[src/rtl/cv32e40p_multi_clock_gate.sv]
// cv32e40p_multi_clock_gate: N-channel activity-driven clock gating with wake handshake.
// Optional gated-cycle statistics when CV32E40P_CG_STATS_EN is defined.
module cv32e40p_multi_clock_gate #(
    parameter int NUM_CH      = 4,
    parameter int IDLE_CYCLES = 8,
    parameter int WAKE_CYCLES = 2,
    parameter int CNT_W       = 16
) (
    input  logic                    clk_i,
    input  logic                    rst_i,
    input  logic                    scan_cg_en_i,
    input  logic [NUM_CH-1:0]       busy_i,
    input  logic [NUM_CH-1:0]       force_on_i,
`ifdef CV32E40P_CG_STATS_EN
    input  logic                    stats_clr_i,
    output logic [NUM_CH*CNT_W-1:0] gated_cycles_o,
`endif
    output logic [NUM_CH-1:0]       clk_o,
    output logic [NUM_CH-1:0]       ready_o,
    output logic [NUM_CH-1:0]       gated_o
);

    localparam int MAX_IW = IDLE_CYCLES > WAKE_CYCLES ? IDLE_CYCLES : WAKE_CYCLES;
    localparam int MAX_C  = MAX_IW > 2 ? MAX_IW : 2;
    localparam int CW     = $clog2(MAX_C);
    localparam logic [CW-1:0] IDLE_LAST = CW'(IDLE_CYCLES - 1);
    localparam logic [CW-1:0] WAKE_LAST = CW'(WAKE_CYCLES > 0 ? WAKE_CYCLES - 1 : 0);

    typedef enum logic [1:0] {RUN, IDLE_WAIT, GATED, WAKE} state_e;

    for (genvar i = 0; i < NUM_CH; i++) begin : g_ch
        state_e        state_q, state_d;
        logic [CW-1:0] cnt_q, cnt_d;
        logic          act, en, lat;

        assign act = busy_i[i] | force_on_i[i];

        always_comb begin
            state_d = state_q;
            cnt_d   = cnt_q;
            case (state_q)
                RUN: begin
                    if (!act) begin
                        state_d = IDLE_WAIT;
                        cnt_d   = '0;
                    end
                end
                IDLE_WAIT: begin
                    if (act) begin
                        state_d = RUN;
                        cnt_d   = '0;
                    end else if (cnt_q == IDLE_LAST) begin
                        state_d = GATED;
                    end else begin
                        cnt_d = cnt_q + 1'b1;
                    end
                end
                GATED: begin
                    if (act) begin
                        cnt_d = '0;
                        if (WAKE_CYCLES > 0) state_d = WAKE;
                        else                 state_d = RUN;
                    end
                end
                WAKE: begin
                    // activity is ignored here: a started wake always completes
                    if (cnt_q == WAKE_LAST) state_d = RUN;
                    else                    cnt_d   = cnt_q + 1'b1;
                end
                default: begin
                    state_d = RUN;
                    cnt_d   = '0;
                end
            endcase
        end

        always_ff @(posedge clk_i or posedge rst_i) begin
            if (rst_i) begin
                state_q <= RUN;
                cnt_q   <= '0;
            end else begin
                state_q <= state_d;
                cnt_q   <= cnt_d;
            end
        end

        // enable comes from registered state only, latched during the low phase
        assign en = state_q != GATED;

        always_latch begin
            if (!clk_i) lat = en | scan_cg_en_i;
        end

        assign clk_o[i]   = clk_i & lat;
        assign ready_o[i] = (state_q == RUN) || (state_q == IDLE_WAIT);
        assign gated_o[i] = state_q == GATED;

`ifdef CV32E40P_CG_STATS_EN
        logic [CNT_W-1:0] stat_q, stat_d;

        always_comb begin
            stat_d = stats_clr_i ? '0 :
                     (state_q == GATED && stat_q != '1) ? stat_q + 1'b1 : stat_q;
        end

        always_ff @(posedge clk_i or posedge rst_i) begin
            if (rst_i) stat_q <= '0;
            else       stat_q <= stat_d;
        end

        assign gated_cycles_o[i*CNT_W +: CNT_W] = stat_q;
`endif
    end

endmodule
[config.mk]
export PLATFORM = sky130hd
export DESIGN_NAME = cv32e40p_multi_clock_gate
export DESIGN_NICKNAME = d
export VERILOG_FILES = /design/src/rtl/cv32e40p_multi_clock_gate.sv
export SDC_FILE = /design/constraint.sdc
export NUM_CORES = 1
export LEC_CHECK = 0
export BUFFER_PORTS_ARGS = -buffer_cell sky130_fd_sc_hd__buf_4
export CORE_MARGIN = 5
export CORE_UTILIZATION = 55
export DETAILED_ROUTE_END_ITERATION = 6
export GPL_ROUTABILITY_DRIVEN = 0
export PLACE_DENSITY = 0.87
export SETUP_SLACK_MARGIN = 0.2
export SLEW_MARGIN = 10
export SYNTH_ARGS = -nofsm -noshare
export SYNTH_HDL_FRONTEND = slang
export SYNTH_SLANG_ARGS = --single-unit
[constraint.sdc]
create_clock -name clk_i -period 1.85 [get_ports clk_i]
set_input_delay 0.2775 -clock clk_i [delete_from_list [all_inputs] [get_ports clk_i]]
set_output_delay 0.2775 -clock clk_i [all_outputs]
set_load 0.02 [all_outputs]
# Word level (Yosys, flattened, before mapping)
# Cells that the tools add are included.
word_totals:
  ff_bits: 20
  latch_bits: 4
  in_bits: 11
op_classes:
  n_addsub: 4
  eq_ne: 48
  n_mux: 52
  n_bitwise: 12
  reduce_logical: 16
op_table:
  columns: ["op", "count"]
  rows:
  - ["2-to-1 mux 3 bit", 20]
  - ["one-hot mux 3 bit (4 select lines)", 4]
  - ["2-to-1 mux 2 bit", 20]
  - ["!= test 2 bit, second input constant", 16]
  - ["one-hot mux 2 bit (4 select lines)", 4]
  - ["AND reduction 4 bit", 8]
  - ["!= test 3 bit, second input constant", 8]
  - ["== test 2 bit, second input constant", 8]
  - ["adder 3 x 1 -> 3 bit, second input constant", 4]
  - ["== test 3 x 1 -> 1 bit, second input constant", 4]
  - ["== test 3 bit, second input constant", 4]
  - ["== test 2 x 1 -> 1 bit, second input constant", 4]
  - ["zero test 2 bit", 4]
  - ["!= test 2 x 1 -> 1 bit, second input constant", 4]
  - ["bitwise OR 1 bit", 8]
  - ["bitwise AND 1 bit", 4]
  - ["logical OR 1 bit", 4]
  - ["2-to-1 mux 1 bit", 4]

# Logic depth before layout (Yosys ltp)
depth:
  depth_word: 4
  ltp_mapped: 6
  depth_no_buf: 6

==> metrics <==
crit path kind=latch to output pin; outcome=finished, violations left; GRT Util Overall=20.9%; IO buf count=22; Synth Net Count=178; Crit. End Element=output pin; PnR Total Power=1.89 mW; largest net degree at the start of global routing=21; synthesized flop and latch total=24; CTS tree=yes; CP max FO=1; Starting Density=57.3%; P&R area growth vs syn=34.1%; most common cell after layout, fill and taps aside=buf_4; Residual DRC=0; die width=60.8 um; GR Util met2=35.4%; final wirelength=3450 um; Worst Max-Slew Pin Slew=347 ps; CP delay by family, top=latches; Design Area, Final=1900 um^2; nets@finish=222; first-pass GRT wire length=5660 um; worst skew pair latency=420 ps; layout cell share with drive strength beyond 1=34.8%; final setup TNS=-1720 ps; routing usage on met1=20.7%; count of different cell masters after synthesis=41; fin util=76.8%; Max-Cap Viols=0; Syn. warnings=0; P per Cell Area=995 nW/um^2; met3 Use GR=9.15%; fin cells=228; failing checks=setup timing; Worst EP required=1570 ps; die span in y=60.8 um; Slowest cell on crit path=dlxtn_2; Initial DRT Pass Iterations=4; Most Used Layer, Global Route=met2; dpl ws=25.4 ps; Post-Syn Area=1420 um^2; most frequent cells in the layout=buf_4, dfrtp_1, inv_1; final max-slew violation count=0; GRT overflow=0; IR drop worst, VDD=0.00103 V; class of the worst hold path=input port to latch; Die ar.=3700 um^2; number of global-route vias before repair=1435; Clock Skew=2.49 ps; CP Data Arrival Time=2010 ps; via/cell ratio=5.97; diodes inserted=0; Final ANT Viol Nets=0; Final Hold Viols=0; Reg clk slew, reported paths=130 ps; Avg Cell Area, Syn=9.15 um^2; Top-Level Pins=23; Leak=0.932 nW; final hold slack=164 ps; Max-slew headroom=76.6%; Placed Cells incl. Taps=211; hpwl dp=2420 um; Gate Count Post-Synth=155; antenna violations before repair=0; crit-path max cell delay=420 ps; cells along the critical path=and2_4, buf_6; unrepaired setup endpoints after global routing=yes; final setup fails=8; Starting DRT DRC Count=74; WL per Instance=15.1 um; routed vias=1362; final worst-path setup slack=-440 ps; Startpoint Class=latch; core footprint=2480 um^2; placed cell area=1700 um^2; crit path buf inv count=1; Rows=18
-- power by group --
group          switching (mW)  internal (mW)  total, mW  leakage [nW]
sequential             0.0367          0.543      0.580         0.303
clock                   0.405          0.459      0.864        0.0769
combinational           0.230          0.220      0.451         0.552
total                   0.672           1.22       1.89         0.932
-- final timing paths --
path / cells past startpoint / endpoint / slack [ps] / start
worst max-delay path: 2 / clk_o[3] / -440 / g_ch[3].lat
worst min register to register: 1 / g_ch[2].cnt_q[0] / 530 / g_ch[2].cnt_q[0]
min in group asynchronous: 4 / asynchronous set/reset pin / 430 / rst_i
worst min-delay path: 2 / g_ch[1].lat / 160 / scan_cg_en_i
max in group asynchronous: 4 / g_ch[2].state_q[0] / 1190 / rst_i
worst max register to register: 2 / g_ch[3].lat / 110 / flip-flop
-- cells in the mapped netlist --
master / instances / area share, %
nand2b_1: 3 / 1.3
o31ai_1: 3 / 1.6
or4_1: 1 / 0.53
nor2_1: 12 / 3.2
o21bai_1: 2 / 1.1
a31oi_1: 2 / 0.88
nand2_1: 8 / 2.1
or2b_1: 1 / 0.53
mux2i_1: 3 / 2.1
nor4_1: 2 / 0.88
and2_1: 4 / 1.8
a21o_1: 2 / 1.1
and3_1: 1 / 0.44
o21ba_2: 1 / 0.71
dlxtn_1: 4 / 4.2
nor2b_1: 2 / 0.88
a21oi_1: 5 / 1.8
nand4_1: 1 / 0.44
xnor2_1: 1 / 0.62
inv_1: 14 / 3.7
or3_1: 3 / 1.3
or2_2: 1 / 0.44
ha_1: 12 / 11
o22ai_1: 2 / 0.88
nor3_1: 4 / 1.4
nor4bb_1: 1 / 0.71
nand3_1: 9 / 3.2
o21ai_0: 6 / 2.1
mux2_4: 2 / 2.1
nor2b_2: 1 / 0.62
o211ai_1: 3 / 1.6
nand4b_1: 1 / 0.62
nor3b_1: 1 / 0.53
dfrtp_1: 20 / 35
nand3b_1: 6 / 3.2
o41ai_2: 1 / 1.1
o21a_1: 2 / 1.1
a22oi_1: 1 / 0.53
o2bb2ai_1: 1 / 0.62
clkbuf_1: 4 / 1.1
a221oi_1: 2 / 1.2
-- cells by family (layout without fill, tap and decap cells) --
group,after synthesis,after routing,synth area share [%]
buffers and inverters,18,61,4.76
and+or+nand+nor,62,62,24.1
adders and majority gates,12,12,10.6
AOI/OAI and AO/OA,33,33,16.2
DFF,20,20,35.3
latches,4,4,4.23
muxes,5,5,4.23
xor gates and xnor gates,1,1,0.617
-- layout make-up --
type | instances | area (um^2)
repair buffers | 35 | 265
fillers | 162 | 574
well taps | 30 | 37.5
inverters | 14 | 60.1
multi-input cells | 113 | 875
flip-flops and latches | 24 | 564
clock inverters | 1 | 3.75
clock buffers | 11 | 97.6
-- worst reg2reg max path, stage by stage, from the launching register on --
cell	delay, ps
dfrtp_1	480
inv_8	40
or3_1	290
-- layer usage --
layer  vias up  share of wire, %
met5         -                 0
met4         0               3.0
met3        17               7.0
met2        52                52
met1       658                38
li1        635                 -
-- timing repair --
action,CTS,global route
setup endpoints to repair,17,20
resized for setup,9,12
pin swaps,0,4
hold buffers,1,0
buffers inserted,4,4
endpoints found under the hold margin,20,0
No activity file was read; power rests on OpenSTA's default activity.
